`config.mk`:
```
export PLATFORM = sky130hd
export DESIGN_NAME = fetch_unit
export DESIGN_NICKNAME = d
export VERILOG_FILES = /design/src/rtl/mips_pkg.sv /design/src/rtl/fetch_next_pc.sv /design/src/rtl/fetch_unit.sv
export SDC_FILE = /design/constraint.sdc
export NUM_CORES = 1
export LEC_CHECK = 0
export CAP_MARGIN = 25
export CORE_MARGIN = 2
export CORE_UTILIZATION = 55
export DETAILED_ROUTE_END_ITERATION = 7
export DONT_BUFFER_PORTS = 1
export HOLD_SLACK_MARGIN = 0.12
export PLACE_DENSITY = 0.73
export SLEW_MARGIN = 20
export SYNTH_ARGS = -nofsm -noshare
export SYNTH_HDL_FRONTEND = slang
export SYNTH_HIERARCHICAL = 1
export SYNTH_SLANG_ARGS = --single-unit
```
`constraint.sdc`:
```
create_clock -name clk -period 3.9 [get_ports clk]
set_input_delay 0.975 -clock clk [delete_from_list [all_inputs] [get_ports clk]]
set_output_delay 0.975 -clock clk [all_outputs]
set_load 0.05 [all_outputs]
```
`src/rtl/mips_pkg.sv`:
```
// Shared MIPS front-end encodings: pc_src codes, NOP word, fetch states.
package mips_pkg;

  localparam logic [1:0] PC_SRC_SEQ    = 2'd0;
  localparam logic [1:0] PC_SRC_BRANCH = 2'd1;
  localparam logic [1:0] PC_SRC_JUMP   = 2'd2;

  localparam logic [31:0] NOP_INSTR = 32'hFC00_0000;

  typedef enum logic {
    REQ  = 1'b0,
    HOLD = 1'b1
  } fetch_state_e;

endpackage

```
`src/rtl/fetch_next_pc.sv`:
```
// Redirect-target select: branch/jump pick their target, others stay sequential.
module fetch_next_pc
  import mips_pkg::*;
#(
  parameter int ADDR_W = 32
) (
  input  logic [1:0]        i_pc_src,
  input  logic [ADDR_W-1:0] i_seq_pc,
  input  logic [ADDR_W-1:0] i_branch_target,
  input  logic [ADDR_W-1:0] i_jump_target,
  output logic              o_redirect,
  output logic [ADDR_W-1:0] o_target
);

  always_comb begin
    o_redirect = 1'b0;
    o_target   = i_seq_pc;
    unique case (i_pc_src)
      PC_SRC_BRANCH: begin
        o_redirect = 1'b1;
        o_target   = i_branch_target;
      end
      PC_SRC_JUMP: begin
        o_redirect = 1'b1;
        o_target   = i_jump_target;
      end
      default: ;
    endcase
  end

endmodule

```
`src/rtl/fetch_unit.sv`:
```
// MIPS fetch front end: PC, imem req/ack, IF/ID register, wrong-path drop.
// Optional FETCH_PERF_CNT_EN adds stall/drop counters.
module fetch_unit
  import mips_pkg::*;
#(
  parameter int                ADDR_W   = 32,
  parameter int                INSTR_W  = 32,
  parameter logic [ADDR_W-1:0] RESET_PC = '0
) (
  input  logic               clk,
  input  logic               rst,
  input  logic               freeze,
  input  logic               flush,
  input  logic [1:0]         pc_src,
  input  logic [ADDR_W-1:0]  branch_target,
  input  logic [ADDR_W-1:0]  jump_target,
  output logic               imem_req,
  output logic [ADDR_W-1:0]  imem_addr,
  input  logic               imem_ack,
  input  logic [INSTR_W-1:0] imem_rdata,
`ifdef FETCH_PERF_CNT_EN
  output logic [31:0]        perf_stall_cyc,
  output logic [31:0]        perf_drop_cnt,
`endif
  output logic [INSTR_W-1:0] if_instr,
  output logic [ADDR_W-1:0]  if_pc_plus4,
  output logic               if_valid
);

  localparam logic [INSTR_W-1:0] NOP = INSTR_W'(NOP_INSTR);

  fetch_state_e        r_state;
  logic [ADDR_W-1:0]   r_pc;
  logic                r_redir_pend;
  logic [ADDR_W-1:0]   r_redir_pc;
  logic [INSTR_W-1:0]  r_hold_buf;
  logic [INSTR_W-1:0]  r_if_instr;
  logic [ADDR_W-1:0]   r_if_pc_plus4;
  logic                r_if_valid;

  logic [ADDR_W-1:0]   w_seq_pc;
  logic                w_redirect;
  logic [ADDR_W-1:0]   w_target;
  logic [ADDR_W-1:0]   w_new_pc;
  logic                w_kill;
  logic                w_load_mem;
  logic                w_load_hold;
  logic                w_drop;

  assign w_seq_pc = r_pc + ADDR_W'(4);

  fetch_next_pc #(
    .ADDR_W (ADDR_W)
  ) u_next_pc (
    .i_pc_src        (pc_src),
    .i_seq_pc        (w_seq_pc),
    .i_branch_target (branch_target),
    .i_jump_target   (jump_target),
    .o_redirect      (w_redirect),
    .o_target        (w_target)
  );

  // Newest redirect wins over a pending one; flush-only refetches r_pc.
  assign w_new_pc = w_redirect   ? w_target   :
                    r_redir_pend ? r_redir_pc : r_pc;

  assign w_kill = w_redirect | r_redir_pend | flush;

  assign w_load_mem  = (r_state == REQ) & imem_ack & ~w_kill & ~freeze;
  assign w_load_hold = (r_state == HOLD) & ~w_kill & ~freeze;
  assign w_drop      = w_kill & ((r_state == HOLD) |
                                 ((r_state == REQ) & imem_ack));

  assign imem_req    = (r_state == REQ);
  assign imem_addr   = r_pc;
  assign if_instr    = r_if_instr;
  assign if_pc_plus4 = r_if_pc_plus4;
  assign if_valid    = r_if_valid;

  always_ff @(posedge clk) begin
    if (rst) begin
      r_state       <= REQ;
      r_pc          <= RESET_PC;
      r_redir_pend  <= 1'b0;
      r_redir_pc    <= RESET_PC;
      r_hold_buf    <= NOP;
      r_if_instr    <= NOP;
      r_if_pc_plus4 <= '0;
      r_if_valid    <= 1'b0;
    end else begin
      unique case (r_state)
        REQ: begin
          if (imem_ack) begin
            if (w_kill) begin
              r_pc         <= w_new_pc;
              r_redir_pend <= 1'b0;
            end else if (!freeze) begin
              r_pc <= w_seq_pc;
            end else begin
              r_hold_buf <= imem_rdata;
              r_state    <= HOLD;
            end
          end else if (w_redirect) begin
            r_redir_pend <= 1'b1;
            r_redir_pc   <= w_target;
          end
        end
        HOLD: begin
          if (w_kill) begin
            r_pc         <= w_new_pc;
            r_redir_pend <= 1'b0;
            r_state      <= REQ;
          end else if (!freeze) begin
            r_pc    <= w_seq_pc;
            r_state <= REQ;
          end
        end
        default: r_state <= REQ;
      endcase

      // Unfrozen cycles without a load insert a bubble.
      if (flush) begin
        r_if_valid <= 1'b0;
        r_if_instr <= NOP;
      end else if (!freeze) begin
        if (w_load_mem) begin
          r_if_instr    <= imem_rdata;
          r_if_pc_plus4 <= w_seq_pc;
          r_if_valid    <= 1'b1;
        end else if (w_load_hold) begin
          r_if_instr    <= r_hold_buf;
          r_if_pc_plus4 <= w_seq_pc;
          r_if_valid    <= 1'b1;
        end else begin
          r_if_instr <= NOP;
          r_if_valid <= 1'b0;
        end
      end
    end
  end

`ifdef FETCH_PERF_CNT_EN
  logic [31:0] r_stall_cyc;
  logic [31:0] r_drop_cnt;

  assign perf_stall_cyc = r_stall_cyc;
  assign perf_drop_cnt  = r_drop_cnt;

  always_ff @(posedge clk) begin
    if (rst) begin
      r_stall_cyc <= '0;
      r_drop_cnt  <= '0;
    end else begin
      if (freeze && (r_stall_cyc != '1))
        r_stall_cyc <= r_stall_cyc + 32'd1;
      if (w_drop && (r_drop_cnt != '1))
        r_drop_cnt <= r_drop_cnt + 32'd1;
    end
  end
`else
  logic w_unused;
  assign w_unused = w_drop;
`endif

endmodule

```
==> results of run 1 <==
## per-layer routing
metal	global-route usage [%]	up-vias	part of all wire (%)	wire [microns]
li1	-	3578	-	-
met1	36.8	3472	43	9490
met2	46.1	282	47	10400
met3	7.13	32	8.3	1840
met4	8.59	0	1.8	397
met5	0	-	0	0
## path summary, 6_finish.rpt
check / slack (ns) / end / cells after the start
hold / removal: 0.45 / r_hold_buf[5] / 2
setup reg to reg: 0.61 / imem_addr[28] / 11
hold reg to reg: 0.45 / r_hold_buf[5] / 2
setup / recovery: 0.61 / imem_addr[28] / 11
## layout make-up
cell class              instances  area share, %
flip-flops and latches        163           37.4
well taps                     184           2.64
clock inverters                15           1.88
clock buffers                  17           4.87
repair buffers                 41           3.61
multi-input cells             769           49.2
inverters                      11          0.473
## state kept, by name (all words and copies together) (netlist names)
register,count
if_instr,32
if_pc_plus4,32
if_valid,1
imem_addr,32
r_hold_buf,32
r_redir_pc,32
r_redir_pend,1
r_state,1
## stage by stage
step	instances	area (sq um)	hold slack (ns)
after floorplan	1036	7980	0.433
final	1200	8730	0.451
after CTS	1199	8720	0.447
after global placement	1167	8130	0.435
after global routing	1200	8730	0.467
after detailed placement	1167	8130	0.439
## where the power goes
group / internal [uW] / switching [uW] / leakage [uW]
logic: 143 / 289 / 0.00148
registers: 1710 / 116 / 0.00132
clock network: 916 / 763 / 0.000295
total: 2770 / 1170 / 0.00309
## worst max-delay path, cell delays in order, from the launching register on
cell,delay [ns]
dfxtp_1,0.86
nand4_1,0.31
nor4_4,0.26
buf_4,0.23
nand4_1,0.20
xnor2_1,0.25
nand2_1,0.10
o21ai_0,0.12
mux2_2,0.31
nand3_1,0.08
a21oi_1,0.08
or3_1,0.35
## cells by family (layout without fill, tap and decap cells)
| kind of cell | after synthesis | in the layout | synth area share (%) |
|---|---|---|---|
| AO/OA/AOI/OAI | 312 | 312 | 23.8 |
| XOR/XNOR | 28 | 28 | 3.07 |
| adder cells (fa/ha/maj) | 3 | 3 | 0.471 |
| buffers and inverters | 104 | 84 | 5.63 |
| flip-flops | 163 | 163 | 40.9 |
| multiplexers | 32 | 32 | 4.05 |
| AND/OR/NAND/NOR | 394 | 394 | 22.1 |
## cells in the final DEF, fill, tap and decap left out, drive strengths merged, types with 2 or more instances in the layout
cell type,count
ha,3
buf,41
o211ai,5
nand2b,3
o211a,3
dfxtp,163
clkbuf,17
and3,5
or4,3
mux2,2
or2,2
or3,5
o2bb2ai,2
o22ai,8
nand4,17
nand2,234
nand3,25
clkinv,4
o21ai,71
inv,21
nor2,59
a211oi,3
xor2,8
a22oi,63
a2bb2oi,7
xnor2,20
o31ai,4
a21oi,119
a31oi,10
nor3,21
o21ba,13
and4,5
nor4,11
mux2i,30
==> results by group, run 1 <==
Die
  • DIE AREA: 15500 sq um
  • Die height: 124 microns
  • # rows: 44
  • Width of the chip: 124 microns
  • Core area: 14400 sq um
  • Top-Level Pins: 201
  • Initial Util: 55.5%

Timing
  • Final slew viol count: 0
  • RSZ-0062 raised after global routing: false
  • Final Critical Period: 3.29 ns
  • Worst Max-Slew Pin Slew: 0.905 ns
  • Final Worst Setup Slack: 0.615 ns
  • Rel. slew slack: 39.7%
  • Final count of negative-setup-slack endpoints: 0
  • Layout Skew: 0.00826 ns
  • Max Freq: 0.304 GHz
  • Fin crit share: 84.2%
  • Setup TNS: 0 ns
  • Endpoints failing hold: 0

Routing
  • Mean number of vias per cell: 6.14
  • Vias after detailed routing: 7364
  • Pre-antenna DRT Iters: 5
  • Post-route ant nets: 0
  • Final wirelength: 22.2 mm
  • WL per Instance: 18.5 microns
  • DR iter-0 viols: 650
  • Drt drc: 0

Clocking
  • Post_cts resized: 0
  • CTS root buf: clkbuf_16
  • CTS tree: built
  • CTS H-tree lvls: 4
  • CTS Buf Count: 17
  • CTS Sinks: 163
  • Clock buffer depth: 2
  • Setup Buffers After CTS: 0
  • Clk pin slew, worst setup/hold paths: 0.07 ns
  • Post-CTS Hold Buffers: 0
  • Clock latency on the worst-skew pair: 0.43 ns

Global routing
  • Initial antenna violation count: 0
  • Largest net degree at the start of global routing: 113
  • Global route overflow: 0
  • GRT Util Overall: 28.2%
  • First-pass GRT wire length: 35.9 mm
  • Number of global-route vias before repair: 6861

Synthesis
  • Synth warnings: 6
  • Synthesized Nets: 1142
  • Post-synth EDFFs: 0
  • Post-Synthesis Cell Area: 7980 sq um
  • Biggest area consumer among synthesized cells: dfxtp_1
  • Post-synthesis sequential area ratio: 40.9%
  • Avg Cell Area, Syn: 7.70 sq um
  • Area share of the largest cell type after synthesis: 40.9%
  • Ys async rst share: 0%
  • Most common cell in the netlist: nand2_1
  • Commonest cells post-synth: nand2_1 (233), dfxtp_1 (163), a21oi_1 (119), a22oi_1 (63), clkbuf_1 (60)
  • Netlist cell types: 53
  • Largest cells by area after synthesis: dfxtp_1 (41%), nand2_1 (11%), a21oi_1 (7.5%)
  • Number of synthesized register bits: 163
  • Post-Synthesis Cells: 1036
  • Top_reg_cell synth: dfxtp_1

Placed design
  • DP Wirelength: 14.6 mm
  • RePlAce Congestion: 0.860
  • Worst slack at placement: 0.676 ns
  • IO Port Bufs: 0

Hold path
  • HP Class: flip-flop to flip-flop
  • Worst hold start: r_hold_buf[5]

Layout
  • Syn-to-layout area delta: 9.49%
  • Filler cells: 1298
  • Ant. Diodes: 0
  • Final #Nets: 1109
  • Area of the multi-input gates: 4300 sq um
  • Final Util: 60.8%
  • Reg area: 3260 sq um
  • Share of cells above drive strength 1: 10.3%

Setup path
  • Critical Path RT: 4.21 ns
  • CP Capture Type: flip-flop
  • Max FO, Critical Path: 10
  • CP Launch Point: imem_addr[16]
  • Reg-to-reg startpoint: imem_addr[16]
  • Startpoint Class: flip-flop
  • Setup Crit Path Kind: flip-flop to flip-flop
  • Worst Path Arrival: 3.59 ns

Run status
  • Status: completed

Pwr
  • Worst IR drop on VDD: 0.325 mV
  • Total power: 3940 uW
  • Cell Pwr Density: 451 nW/um^2
  • Leakage: 0.00309 uW

Flow run
  • Max Cap Viol: 0
(Power assumes the default switching activity.)
==> run 2: changes to the inputs <==
Settings changed: PLACE_DENSITY 0.73 to 0.76.
Clock period 3.9 ns to 2.9 ns, I/O delays scaled along.
==> results by group, run 2 (synthesis gave the netlist of run 1 again) <==
Setup path
  • Reg-to-reg startpoint: imem_addr[2] (was imem_addr[16])
  • Critical Path RT: 3.26 ns (was 4.21 ns)
  • Reg2reg end: imem_addr[30] (was imem_addr[28])
  • CP Capture Type: flip-flop (unchanged)
  • Worst Path Arrival: 3.05 ns (was 3.59 ns)
  • Startpoint Class: flip-flop (unchanged)
  • R2R cell count: 12 (was 11)
  • Max FO, Critical Path: 9 (was 10)
  • Setup Crit Path Kind: flip-flop to flip-flop (unchanged)
  • FF-to-FF setup slack: 0.21 ns (was 0.61 ns)

Clocking
  • Clock buffer depth: 2 (unchanged)
  • Clk pin slew, worst setup/hold paths: 0.07 ns (about the same)
  • CTS H-tree lvls: 4 (unchanged)
  • Clock latency on the worst-skew pair: 0.44 ns (was 0.43 ns)
  • Post-CTS Hold Buffers: 0 (unchanged)
  • CTS tree: built (unchanged)
  • CTS root buf: clkbuf_16 (unchanged)
  • CTS Sinks: 163 (unchanged)
  • CTS Buf Count: 17 (unchanged)
  • Post_cts resized: 0 (unchanged)
  • Setup Buffers After CTS: 0 (unchanged)

Routing
  • DR iter-0 viols: 674 (was 650)
  • Vias after detailed routing: 7347 (was 7364)
  • Mean number of vias per cell: 6.02 (was 6.14)
  • Pre-antenna DRT Iters: 5 (unchanged)
  • Drt drc: 0 (unchanged)
  • Post-route ant nets: 0 (unchanged)
  • WL per Instance: 18.3 microns (was 18.5 microns)
  • Final wirelength: 22.3 mm (was 22.2 mm)

Die
  • Top-Level Pins: 201 (unchanged)
  • Initial Util: 55.5% (unchanged)
  • # rows: 44 (unchanged)
  • DIE AREA: 15500 sq um (unchanged)
  • Die height: 124 microns (unchanged)
  • Width of the chip: 124 microns (unchanged)
  • Core area: 14400 sq um (unchanged)

Global routing
  • Initial antenna violation count: 0 (unchanged)
  • GRT Util Overall: 28.3% (was 28.2%)
  • Number of global-route vias before repair: 6814 (was 6861)
  • Largest net degree at the start of global routing: 113 (unchanged)
  • First-pass GRT wire length: 35.9 mm (about the same)
  • Global route overflow: 0 (unchanged)

Run status
  • Status: completed (unchanged)

Pwr
  • Register share of total power: 46.3% (was 46.4%)
  • Sw Ratio: 30.5% (was 29.6%)
  • Combinational power share: 11.7% (was 11.0%)
  • Clk pwr share: 42.0% (was 42.6%)
  • Cell Pwr Density: 595 nW/um^2 (was 451 nW/um^2)
  • Leakage: 0.00318 uW (was 0.00309 uW)
  • Net Sw Power: 1620 uW (was 1170 uW)
  • Cell-internal power: 3680 uW (was 2770 uW)
  • Worst IR drop on VDD: 0.410 mV (was 0.325 mV)

Layout
  • Filler cells: 1239 (was 1298)
  • Commonest non-fill, non-tap cells in the layout: nand2_1 (233), dfxtp_1 (157), a21oi_1 (119) (was nand2_1 (233), dfxtp_1 (163), a21oi_1 (119))
  • Reg area: 3270 sq um (was 3260 sq um)
  • Most common cell after layout, fill and taps aside: nand2_1 (unchanged)
  • Area of the multi-input gates: 4300 sq um (unchanged)
  • Syn-to-layout area delta: 11.6% (was 9.49%)
  • Ant. Diodes: 0 (unchanged)
  • Share of cells above drive strength 1: 12.6% (was 10.3%)
  • Post-route cell area: 8900 sq um (was 8730 sq um)
  • Final #Nets: 1129 (was 1109)

Timing
  • Final slew viol count: 0 (unchanged)
  • Endpoints failing hold: 0 (unchanged)
  • Final Critical Period: 2.69 ns (was 3.29 ns)
  • Setup TNS: 0 ns (unchanged)
  • Final count of negative-setup-slack endpoints: 0 (unchanged)
  • Layout Skew: 0.00929 ns (was 0.00826 ns)
  • Fin crit share: 92.9% (was 84.2%)
  • Max Freq: 0.371 GHz (was 0.304 GHz)
  • RSZ-0062 raised after global routing: false (unchanged)
  • Rel. slew slack: 34.1% (was 39.7%)
  • Worst Max-Slew Pin Slew: 0.988 ns (was 0.905 ns)

Placed design
  • Placed cell areas: 8310 sq um (was 8130 sq um)
  • IO Port Bufs: 0 (unchanged)
  • RePlAce Congestion: 0.879 (was 0.860)
  • DP Wirelength: 15.0 mm (was 14.6 mm)

Hold path
  • HP Class: primary input to flip-flop (was flip-flop to flip-flop)
  • WHS Endpoint: imem_addr[20] (was r_hold_buf[5])
  • Hold path depth: 1 (was 2)
  • Worst hold start: rst (was r_hold_buf[5])

Flow run
  • Max Cap Viol: 0 (unchanged)
==> run 2: cell types whose count changed in the layout (fill, tap and decap cells not counted) <==
cell,delta
dfxtp_2,+6
inv_6,-5
clkinv_8,+3
dfxtp_1,-6
clkinvlp_4,+3
bufinv_16,-1
buf_12,+1
buf_4,+20
clkinv_2,-1
inv_8,+1
buf_8,-1
==> run 2: area by class of cell <==
type	instances	share of cell area, %
inverter	11	0.464
sequential	163	36.7
clock inverter	15	1.88
timing repair buffer	61	5.29
tap	184	2.59
clock buffer	17	4.78
multi-input combinational	769	48.3
==> run 2: how the worst max path moves through the flow <==
stage / from / end / slack (ns) / depth (start not counted)
floorplan: imem_addr[11] / imem_addr[28] / 0.05 / 10
detailed placement: imem_addr[2] / imem_addr[28] / 0.31 / 11
global route: imem_addr[2] / imem_addr[28] / 0.02 / 11
global placement: imem_addr[2] / imem_addr[28] / 0.31 / 11
CTS: imem_addr[2] / imem_addr[30] / 0.27 / 12
finish: imem_addr[2] / imem_addr[30] / 0.21 / 12
==> run 2: worst max-delay path, cell delays in order, from the launching register on <==
cell and delay [ns]:
dfxtp_2 0.39, ha_1 0.29, nand4_1 0.19, nor4_4 0.26, buf_4 0.25, nand3_1 0.14
xnor2_1 0.33, nand2_1 0.09, o21ai_1 0.13, mux2i_1 0.13, nor3_1 0.20, a21oi_1 0.06
o22ai_1 0.15
==> run 2: metrics by stage <==
stage | power [uW] | instances | setup WS [ns] | hold WS, ns | util (%)
final | 5290 | 1220 | 0.207 | 0.357 | 61.9
after global routing | 5470 | 1220 | 0.0249 | 0.346 | 61.9
after CTS | 5320 | 1220 | 0.274 | 0.352 | 61.9
after detailed placement | 3110 | 1188 | 0.309 | 0.439 | 57.8
after global placement | 3100 | 1188 | 0.307 | 0.434 | 57.8
after floorplan | 2970 | 1036 | 0.0495 | 0.433 | -
==> run 2: per-layer routing <==
| metal | vias up | GRT usage, % | part of all wire [%] |
|---|---|---|---|
| met5 | - | 0 | 0 |
| met4 | 0 | 11.4 | 2.6 |
| met3 | 43 | 7.00 | 7.6 |
| met2 | 292 | 44.5 | 46 |
| met1 | 3400 | 37.3 | 43 |
| li1 | 3612 | - | - |
==> run 2: power by group through the flow <==
| stage | logic (uW) | clock network (uW) | registers [uW] |
|---|---|---|---|
| floorplan | 434 | 0 | 2540 |
| global placement | 603 | 0 | 2500 |
| detailed placement | 608 | 0 | 2500 |
| CTS | 612 | 2260 | 2450 |
| global route | 674 | 2340 | 2460 |
| finish | 617 | 2220 | 2450 |
==> RTL edit (settings of run 2) <==
Register the input `jump_target` before use. The logic sees it one clock later. The other inputs are not delayed to match.
--- a/src/rtl/fetch_unit.sv
+++ b/src/rtl/fetch_unit.sv
@@ -29,6 +29,12 @@
 
   localparam logic [INSTR_W-1:0] NOP = INSTR_W'(NOP_INSTR);
 
+  logic [ADDR_W-1:0] jump_target_q;
+
+  always_ff @(posedge clk) begin
+    jump_target_q <= jump_target;
+  end
+
   fetch_state_e        r_state;
   logic [ADDR_W-1:0]   r_pc;
   logic                r_redir_pend;
@@ -55,7 +61,7 @@
     .i_pc_src        (pc_src),
     .i_seq_pc        (w_seq_pc),
     .i_branch_target (branch_target),
-    .i_jump_target   (jump_target),
+    .i_jump_target   (jump_target_q),
     .o_redirect      (w_redirect),
     .o_target        (w_target)
   );
Behaviour: not the same (Yosys sat finds a counterexample within 4 cycles, from zero or initial values and one cycle with rst high).
==> RTL edit against run 2 <==
Worst setup slack better by 0.026 ns; maximum frequency is 0.97% higher; total power is 9.6% higher; wire length is 3.3% higher; sequential power is 18% higher; cell area is 6.8% higher; area after synthesis is 6.7% higher; sequential cell count is 32 higher; largest cell class unchanged.
==> RTL edit: results (changes against run 2) <==
Inverters=24 (was 11); I/O Buffers=0 (unchanged); die area=16,500 µm² (was 15,500 µm²); Synth cell types=55 (was 53); worst reg2reg setup slack=0.23 ns (was 0.21 ns); startpoint types=register (unchanged); crit path capture=imem_addr[30] (unchanged); CTS H-tree lvls=4 (unchanged); largest net degree at the start of global routing=134 (was 113); P_leak=3.54 nW (was 3.18 nW); crit-path max FO=6 (was 9); Power Combinational=623 µW (was 617 µW); sequential fraction of the synthesis area=0.458 (was 0.409); vias in the first global route=6,966 (was 6,814); total detailed-routing wirelength=23,100 µm (was 22,300 µm); clk_lat worst skew=0.44 ns (about the same); fill count=1,317 (was 1,239); initial DRC count=773 (was 674); DP HPWL=15,500 µm (was 15,000 µm); Slew headroom=0.547 (was 0.341); clk_skew=0.0137 ns (was 0.00929 ns); CTS Root Cell=clkbuf_16 (unchanged); Multi-input comb cells=735 (was 769); Design Area, Final=9500 µm² (was 8900 µm²); outcome=finished clean (unchanged); layout cells sized above 1=0.111 (was 0.126); Hold WC Path Type=in2reg (unchanged); Max IR drop VDD=469 µV (was 410 µV); post-CTS setup buffers=0 (unchanged); FMAX=375 MHz (was 371 MHz); synth cell count leaders=nand2_1 (204), dfxtp_1 (195), a21oi_1 (100) (was nand2_1 (233), dfxtp_1 (163), a21oi_1 (119)); Post-DP Area=8910 µm² (was 8310 µm²); Non-CTS buffers=62 (was 61); CLK BUF=18 (was 17); DR WL/cell=18.7 µm (was 18.3 µm); Mean Syn Cell Area=8.20 µm² (was 7.70 µm²); first-pass GRT wire length=36,000 µm (was 35,900 µm); gp weighted congestion=0.907 (was 0.879); asr flop ratio synth=0 (unchanged); clk slew on worst S/H paths=0.08 ns; pre-CTS setup slack=0.262 ns (was 0.309 ns); Cell Pwr Density=610 nW/µm² (was 595 nW/µm²); clock network contribution to total cell area=0.0600 (was 0.0666); dominant cells by area after synthesis=dfxtp_1 (46%), nand2_1 (9.0%), a21oi_1 (5.9%) (was dfxtp_1 (41%), nand2_1 (11%), a21oi_1 (7.5%)); Via density=6.14 (was 6.02); diode count=0 (unchanged); Total GRT Usage=0.276 (was 0.283); placed cells=1,202 (was 1,188); clk pwr=2.28 mW (was 2.22 mW); Register Area=3910 µm² (was 3270 µm²); syn nets=1,144 (was 1,142); Longest Clk Path Bufs=2 (unchanged); synth warn=6 (unchanged); TritonCTS Buffers=17 (unchanged); Net Sw Power=1.68 mW (was 1.62 mW); Seq Cell Count=195 (was 163); NonClk Buf Share=0.0556 (was 0.0529); multi-input logic area=4170 µm² (was 4300 µm²); post-CTS sizing=0 (unchanged)
## RTL edit: cell count changes after synthesis, moves of 8 or more
cell,delta
xnor2_1,-9
o21ba_2,-13
a22oi_1,-25
nor2_1,+35
dfxtp_1,+32
nand2_1,-29
inv_1,+13
a21oi_1,-19
a222oi_1,+26
o21a_1,+10
xor2_1,+8
nor3_1,+9
o21ai_0,-22
## RTL edit: kinds of logic (layout without fill, tap and decap cells)
family,Yosys count,in the layout,share of synthesized area
buffers and inverters,108,118,0.0542
multiplexers,32,32,0.0383
flip-flops,195,195,0.458
adder cells (fa/ha/maj),3,3,0.00441
AND/OR/NAND/NOR,407,407,0.217
XOR/XNOR,28,28,0.0297
AO/OA/AOI/OAI,265,265,0.198
## RTL edit: how the worst min path moves through the flow
stage | slack (ns) | from | depth (start not counted) | endpoint
after detailed placement | 0.44 | r_redir_pc[26] | 2 | r_redir_pc[26]
after global placement | 0.43 | r_redir_pc[12] | 2 | r_redir_pc[12]
final | 0.31 | jump_target[30] | 0 | jump_target_q[30]
after floorplan | 0.43 | r_redir_pc[12] | 2 | r_redir_pc[12]
after CTS | 0.29 | jump_target[0] | 0 | jump_target_q[0]
after global routing | 0.29 | jump_target[30] | 0 | jump_target_q[30]
## RTL edit: critical path, stage by stage (launching register included)
cell and delay, ns:
dfxtp_2 0.40, ha_1 0.26, nand3_1 0.18, nor4_4 0.29, buf_4 0.21, and4_1 0.30
xor2_2 0.11, nand2_1 0.07, o21ai_1 0.08, mux2_2 0.29, nand3_1 0.08, a21oi_1 0.08
a211o_1 0.22
## RTL edit: metal layers
metal,GRT usage,vias up,wire (µm)
li1,-,3634,-
met1,0.353,3578,9500
met2,0.430,336,10700
met3,0.0848,42,2240
met4,0.121,0,610
met5,0,-,0
